### src/rtl/reg_bank_sb.sv
// rtl/reg_bank_sb.sv - parametrised register bank with pending-write scoreboard (optional REGBANK_BYPASS_EN)
module reg_bank_sb #(
  parameter int DATA_W = 16,
  parameter int ADDR_W = 3
) (
  input  logic              clk,
  input  logic              rst,
  input  logic              wr_en,
  input  logic [ADDR_W-1:0] wr_reg,
  input  logic [DATA_W-1:0] wr_data,
  input  logic              issue_en,
  input  logic [ADDR_W-1:0] issue_reg,
  input  logic [ADDR_W-1:0] r_reg1,
  input  logic [ADDR_W-1:0] r_reg2,
  output logic [DATA_W-1:0] r_data1,
  output logic [DATA_W-1:0] r_data2,
  output logic              r_busy1,
  output logic              r_busy2,
  output logic              issue_conflict
);

  localparam int DEPTH = 1 << ADDR_W;

  logic [DATA_W-1:0] bank [DEPTH];
  logic [DEPTH-1:0]  pending;
  logic [DEPTH-1:0]  pend_nxt;

  logic              wr_hit;
  logic              issue_hit;
  logic              conflict_nxt;
  logic [DATA_W-1:0] rd1_data;
  logic [DATA_W-1:0] rd2_data;
  logic              rd1_busy;
  logic              rd2_busy;

  assign wr_hit       = wr_en && (wr_reg != '0);
  assign issue_hit    = issue_en && (issue_reg != '0);
  assign conflict_nxt = issue_hit && pending[issue_reg];

  // Next-state scoreboard: clear on writeback, then set on issue so a new producer wins
  always_comb begin
    pend_nxt = pending;
    if (wr_hit) begin
      pend_nxt[wr_reg] = 1'b0;
    end
    if (issue_hit) begin
      pend_nxt[issue_reg] = 1'b1;
    end
    pend_nxt[0] = 1'b0;
  end

  // Read port 1 value and busy flag, including same-cycle write handling
  always_comb begin
    rd1_data = bank[r_reg1];
    rd1_busy = pend_nxt[r_reg1];
`ifdef REGBANK_BYPASS_EN
    if (wr_hit && (wr_reg == r_reg1)) begin
      rd1_data = wr_data;
    end
`else
    // Data being written this cycle is not visible yet, so flag it as not ready
    if (wr_hit && (wr_reg == r_reg1)) begin
      rd1_busy = 1'b1;
    end
`endif
    if (r_reg1 == '0) begin
      rd1_data = '0;
      rd1_busy = 1'b0;
    end
  end

  // Read port 2 value and busy flag, same rules as port 1
  always_comb begin
    rd2_data = bank[r_reg2];
    rd2_busy = pend_nxt[r_reg2];
`ifdef REGBANK_BYPASS_EN
    if (wr_hit && (wr_reg == r_reg2)) begin
      rd2_data = wr_data;
    end
`else
    if (wr_hit && (wr_reg == r_reg2)) begin
      rd2_busy = 1'b1;
    end
`endif
    if (r_reg2 == '0) begin
      rd2_data = '0;
      rd2_busy = 1'b0;
    end
  end

  // Register bank storage; entry 0 is never written and stays zero
  always_ff @(posedge clk) begin
    if (rst) begin
      for (int i = 0; i < DEPTH; i++) begin
        bank[i] <= '0;
      end
    end else if (wr_hit) begin
      bank[wr_reg] <= wr_data;
    end
  end

  // Scoreboard state, conflict pulse and registered read outputs
  always_ff @(posedge clk) begin
    if (rst) begin
      pending        <= '0;
      issue_conflict <= 1'b0;
      r_data1        <= '0;
      r_data2        <= '0;
      r_busy1        <= 1'b0;
      r_busy2        <= 1'b0;
    end else begin
      pending        <= pend_nxt;
      issue_conflict <= conflict_nxt;
      r_data1        <= rd1_data;
      r_data2        <= rd2_data;
      r_busy1        <= rd1_busy;
      r_busy2        <= rd2_busy;
    end
  end

endmodule

### config.mk
export PLATFORM = sky130hd
export DESIGN_NAME = reg_bank_sb
export DESIGN_NICKNAME = d
export VERILOG_FILES = /design/src/rtl/reg_bank_sb.sv
export SDC_FILE = /design/constraint.sdc
export NUM_CORES = 1
export LEC_CHECK = 0
export CAP_MARGIN = 0
export CORE_MARGIN = 2
export CORE_UTILIZATION = 55
export CTS_CLUSTER_SIZE = 12
export DETAILED_ROUTE_END_ITERATION = 12
export PLACE_DENSITY = 0.77
export SYNTH_ARGS = -nofsm -noshare
export SYNTH_HDL_FRONTEND = slang
export SYNTH_SLANG_ARGS = --single-unit
### constraint.sdc
create_clock -name clk -period 4.71 [get_ports clk]
set_clock_uncertainty 0.2 [all_clocks]
set_input_delay 0.942 -clock clk [delete_from_list [all_inputs] [get_ports clk]]
set_output_delay 0.942 -clock clk [all_outputs]
set_load 0.03 [all_outputs]
==> results_dict.tcl, run 1 <==
set metrics [dict create \
    synth-simple-area-share 0.1781 \
    final_nets 685 \
    p_leak_nw 3.184 \
    cts_tree "yes" \
    status "finished clean" \
    detail-route-antenna-nets 0 \
    stdcell_area_sq_mm 0.008811 \
    fill_cells 962 \
    synth_cell_types 44 \
    crit_fanout 16 \
    drt-initial-drc-count 489 \
    synth_xor_area_frac 0.002331 \
    synth_area_per_cell_sq_um 12.48 \
    synthCells 602 \
    post-cts-setup-buffers 0 \
    hold_viol 0 \
    path_cells "clkdlybuf4s50_1 -> nand3_1 -> nor2_1 -> and2_1" \
    timing.fmax_ghz 0.3195 \
    finalWorstSetupSlack_ns 1.580 \
    fin_tns_setup_ns 0 \
    synth_area_leader_cell "edfxtp_1" \
    cp.arrival_ns 3.22 \
    ys_warn_count 0 \
    finalCriticalPeriod_ns 3.130 \
    antenna_found_initial 0 \
    synthMuxAreaShare 0.1520 \
    rows 42 \
    viasPerCell 6.144 \
    drive_above_1_share 0.1817 \
    grt_setup_unrepaired "no" \
    crit_type "primary input to flip-flop" \
    clk_path_buf_depth 2 \
    min_path_type "flip-flop to flip-flop" \
    cts_resized 0 \
    hpwlAfterDp_mm 11.07 \
    pin_count 67 \
    dieArea_sq_mm 0.01462 \
    setup_viol 0 \
    dpl-instance-area_sq_mm 0.008233 \
    drc 0 \
    worstMarginPinSlew_ns 1.181 \
    routed_wirelength_mm 18.18 \
    grt.total_usage 0.2605 \
    antenna_cells 0 \
    cts-root-buf "clkbuf_16" \
    finalMaxSlewViolations 0 \
    wl_per_cell_microns 21.59 \
    cp.required_ns 4.80 \
    synth_top_family_by_area "simple AND/OR/NAND/NOR gates" \
    clkLatencyLatePin_ns 0.43 \
    totalPowerFinal_w 0.003339 \
    crit_path_max_incr_delay_ns 0.95 \
    final.period_utilization 0.6644 \
    ys_seq_area_frac 0.5593 \
    grt_pass1_vias 5119 \
    die_h_microns 120.9 \
    startpoint_type "primary input" \
    portBuffers 66 \
    clkTransAtPathRegs_ns 0.06 \
    start_util 0.5653 \
    synth_compound_area_frac 0.07674 \
    peakVddDrop_mv 0.2785 \
    gr-total-overflow 0 \
    die_x_microns 120.9 \
    critical_path.slowest_cell "nor2_1" \
    cts_buffers 17 \
    cts.sinks 154 \
    power.density_mw_per_mm2 379.0 \
    area_delta_synth_final_pct 17.23 \
    drtPass1Iterations 6 \
    via_count 5173 \
    ys_top_cells_by_area "edfxtp_1 (45%), dfxtp_1 (11%), mux4_2 (9.9%)" \
    cp-end-kind "flip-flop" \
    htree_levels 4 \
    hold_buffers 0 \
    ys_ff_latch 154 \
    slew_headroom 0.2123 \
    synth_nets 634 \
    gp_congestion 0.8426 \
    max-cap-violations 0 \
    dp_slack_ns 1.176 \
    synth_area_sq_mm 0.007516 \
    synth_top_area_share 0.4475 \
    grt_max_degree 40 \
    grt_pass1_wl_mm 27.90 \
    core_area_sq_mm 0.01330 \
    synthAdderAreaFrac 0 \
]
-- cell usage in the layout, fill, tap and decap left out, types with 5 or more instances in the layout --
| cell | n |
|---|---|
| and2_1 | 112 |
| edfxtp_1 | 112 |
| nor2_1 | 77 |
| clkdlybuf4s50_1 | 61 |
| a21oi_1 | 42 |
| dfxtp_1 | 42 |
| mux4_2 | 33 |
| a22oi_1 | 32 |
| mux2_2 | 31 |
| clkbuf_16 | 17 |
| nand2_1 | 14 |
| buf_4 | 12 |
| clkbuf_8 | 6 |
| nor2b_1 | 5 |
| mux2i_1 | 5 |
| clkinv_2 | 5 |
-- synth_stat cells --
master and count:
a2111oi_2 1, a211oi_1 3, a21oi_1 42, a21oi_2 1
a22oi_1 32, a31oi_1 4, a32oi_1 1, and2_1 112
and3_1 1, and4_1 1, and4b_1 3, buf_1 2
buf_2 21, buf_4 4, buf_6 2, clkbuf_1 17
dfxtp_1 42, edfxtp_1 112, inv_1 1, inv_2 1
mux2_2 31, mux2i_1 5, mux4_2 33, nand2_1 14
nand2b_1 3, nand3_1 4, nand4_1 1, nand4b_1 1
nand4b_2 1, nand4b_4 1, nand4bb_1 3, nor2_1 77
nor2_2 1, nor2b_1 5, nor3_1 1, nor3_2 4
nor3b_1 3, nor4bb_1 2, o2111ai_1 1, o21ai_0 3
o22ai_1 1, o311ai_1 1, o31ai_1 1, xnor2_1 2
-- registers in the layout, summed over array words and instances (netlist names) --
register and flops:
bank 112, issue_conflict 1, pending 7, r_busy1 1, r_busy2 1, r_data1 16, r_data2 16
-- worst max-delay path: cells and delay by family --
kind / cells / cell delay, ns
buf+inv: 1 / 0.79
simple gates: 3 / 1.48
-- stage by stage --
step | std cells | hold WS [ns] | util
4_1_cts | 842 | 0.3290 | 0.6627
3_5_place_dp | 810 | 0.3140 | 0.6192
2_1_floorplan | 602 | 0.2722 | -
5_1_grt | 842 | 0.3401 | 0.6627
3_3_place_gp | 810 | 0.3101 | 0.6192
6_report | 842 | 0.3211 | 0.6627
-- metal layers --
| metal | up-vias | GRT usage | routed length (microns) |
|---|---|---|---|
| met5 | - | 0 | 0 |
| met4 | 0 | 0.1068 | 454 |
| met3 | 48 | 0.04840 | 1512 |
| met2 | 281 | 0.4379 | 9159 |
| met1 | 2526 | 0.3338 | 7054 |
| li1 | 2318 | - | - |
-- final timing paths --
path,depth (start not counted),startpoint,end,slack [ns]
worst max-delay path,4,wr_reg[2],bank[5][7]$_SDFFCE_PN0P_,1.58
worst min-delay path,2,pending[3]$_SDFF_PP0_,pending[3]$_SDFF_PP0_,0.32
worst max register to register,4,pending[1]$_SDFF_PP0_,r_busy2$_SDFF_PP0_,3.17
worst min register to register,2,pending[3]$_SDFF_PP0_,pending[3]$_SDFF_PP0_,0.32
-- kinds of logic after synthesis --
family | after synthesis
mux | 69
simple gates | 238
buf+inv | 48
compound gates | 91
flops | 154
xor+xnor | 2
-- area by class of cell --
type	instances	area (sq um)	share of cell area
Sequential cell	154	4204	0.4771
Multi-Input combinational cell	400	3075	0.3490
Timing Repair Buffer	78	725.7	0.08236
Clock buffer	25	515.5	0.05851
Tap cell	176	220.2	0.02499
Clock inverter	7	62.56	0.007100
Inverter	2	7.507	0.0008520
-- power by group --
group	internal [W]	leakage [nW]	switching [W]
registers	0.00155	1.43	0.0000391
clock network	0.000807	0.289	0.000522
logic	0.000185	1.47	0.000238
total	0.00254	3.18	0.000800
Note: power is estimated with default switching activity, not from simulation.
==> run 2, diff against run 1 <==
- CORE_UTILIZATION: 55 -> 52
- PLACE_DENSITY: 0.77 -> 0.76
- clock period: 4.71 -> 2.6 ns (I/O delays scaled with it)
==> run 2 against run 1 <==
Compared with the run above: sequential cell count is the same; power grew 78%; core utilization shrank 1.2 points; first-iteration DRC count grew 26%; worst setup slack lost 1.1 ns; critical path type is now flip-flop to output port; critical endpoint is now r_data2[6]; largest cell class unchanged.
==> results_dict.tcl, run 2 (synthesized netlist as in run 1, its figures left out) <==
set metrics [dict create \
    final.period_utilization 0.8258 \
    power.density_mw_per_mm2 653.1 \
    postLayoutCoreUtil 0.6510 \
    area_delta_synth_final_pct 21.16 \
    crit_type "flip-flop to output port" \
    htree_levels 4 \
    crit_cells 1 \
    met1Wirelength_mm 7.203 \
    setup_viol 0 \
    dieArea_sq_mm 0.01543 \
    finalMaxSlewViolations 0 \
    rows 43 \
    portBuffers 66 \
    hold_buffers 0 \
    finalCriticalPeriod_ns 2.147 \
    routed_wirelength_mm 18.66 \
    cts_resized 0 \
    routed-wl-met2_mm 9.518 \
    die_x_microns 124.2 \
    status "finished clean" \
    gp_congestion 0.7846 \
    grt_max_degree 46 \
    fin_tns_setup_ns 0 \
    detail-route-antenna-nets 0 \
    critical_path.slowest_cell "clkdlybuf4s50_1" \
    core_area_sq_mm 0.01399 \
    crit_family "buffers and inverters" \
    via_count 5236 \
    wl_per_cell_microns 21.37 \
    path_cells "clkdlybuf4s50_1" \
    cts_buffers 17 \
    worstMarginPinSlew_ns 1.050 \
    pin_count 67 \
    whs_path_depth 2 \
    antenna_found_initial 0 \
    wl_met3_mm 1.350 \
    drive_above_1_share 0.2107 \
    grt_setup_unrepaired "no" \
    final_nets 712 \
    cp.required_ns 1.88 \
    clkLatencyLatePin_ns 0.43 \
    largest-register "bank" \
    reg2reg_depth 5 \
    viasPerCell 5.998 \
    cts.sinks 154 \
    crit_fanout 1 \
    max-cap-violations 0 \
    drt-initial-drc-count 616 \
    grt_pass1_wl_mm 28.84 \
    start_util 0.5373 \
    die_h_microns 124.2 \
    slew_headroom 0.2965 \
    drc 0 \
    largest_reg_flops 112 \
    cts-root-buf "clkbuf_16" \
    gr-total-overflow 0 \
    reg_top3 "bank (112), r_data1 (16), r_data2 (16)" \
    antenna_cells 0 \
    grt_pass1_vias 5326 \
    timing.fmax_ghz 0.4657 \
    grt.total_usage 0.2461 \
    cp.arrival_ns 1.43 \
    cp-end-kind "output port" \
    final_cell_mix "and2_1 (112), edfxtp_1 (112), nor2_1 (77)" \
    peakVddDrop_mv 0.5112 \
    clk_path_buf_depth 2 \
    crit_path_max_incr_delay_ns 0.67 \
    post-cts-setup-buffers 0 \
    path_buf_inv 1 \
    p_leak_nw 3.315 \
    top_layer "met4" \
    min_path_type "flip-flop to flip-flop" \
    drtPass1Iterations 5 \
    hpwlAfterDp_mm 11.49 \
    fill_cells 1030 \
    hold_viol 0 \
    startpoint_type "flip-flop" \
    clkTransAtPathRegs_ns 0.06 \
    cts_tree "yes" \
]
run 2: power breakdown:
| group | internal, W | switching, W | leakage, nW |
|---|---|---|---|
| Clock | 0.00122 | 0.00103 | 0.239 |
| Combinational | 0.000383 | 0.000447 | 1.65 |
| Sequential | 0.00280 | 0.0000688 | 1.43 |
| Total | 0.00440 | 0.00155 | 3.31 |
run 2: final timing paths:
kind,from,to,slack (ns)
max,r_data2[6]$_SDFF_PP0_,r_data2[6],0.45
min,pending[3]$_SDFF_PP0_,pending[3]$_SDFF_PP0_,0.33
max reg2reg,bank[3][15]$_SDFFCE_PN0P_,r_data2[15]$_SDFF_PP0_,1.05
min reg2reg,pending[3]$_SDFF_PP0_,pending[3]$_SDFF_PP0_,0.33
run 2: layer usage:
metal	up-vias	GRT usage
met5	-	0
met3	48	0.04948
met2	263	0.4143
met4	0	0.1342
met1	2555	0.2979
li1	2370	-
run 2: cell type report:
type	instances	area [sq um]	share of cell area
flip-flops and latches	154	4204	0.4617
repair buffers	105	1066	0.1171
clock inverters	14	98.84	0.01085
well taps	180	225.2	0.02473
inverters	2	7.507	0.0008244
multi-input cells	400	3075	0.3377
clock buffers	18	429.2	0.04713
run 2: per-stage QoR:
step | instances | hold WS [ns] | power [W] | setup slack [ns] | cell area, sq um
6_report | 873 | 0.3273 | 0.005947 | 0.4529 | 9106
5_1_grt | 873 | 0.3620 | 0.006122 | 0.3726 | 9106
4_1_cts | 873 | 0.3311 | 0.005952 | 0.4404 | 9106
3_5_place_dp | 841 | 0.3146 | 0.003740 | 0.09626 | 8578
3_3_place_gp | 841 | 0.3095 | 0.003709 | 0.1248 | 8578
2_1_floorplan | 602 | 0.2722 | 0.003401 | 0.7781 | 7516
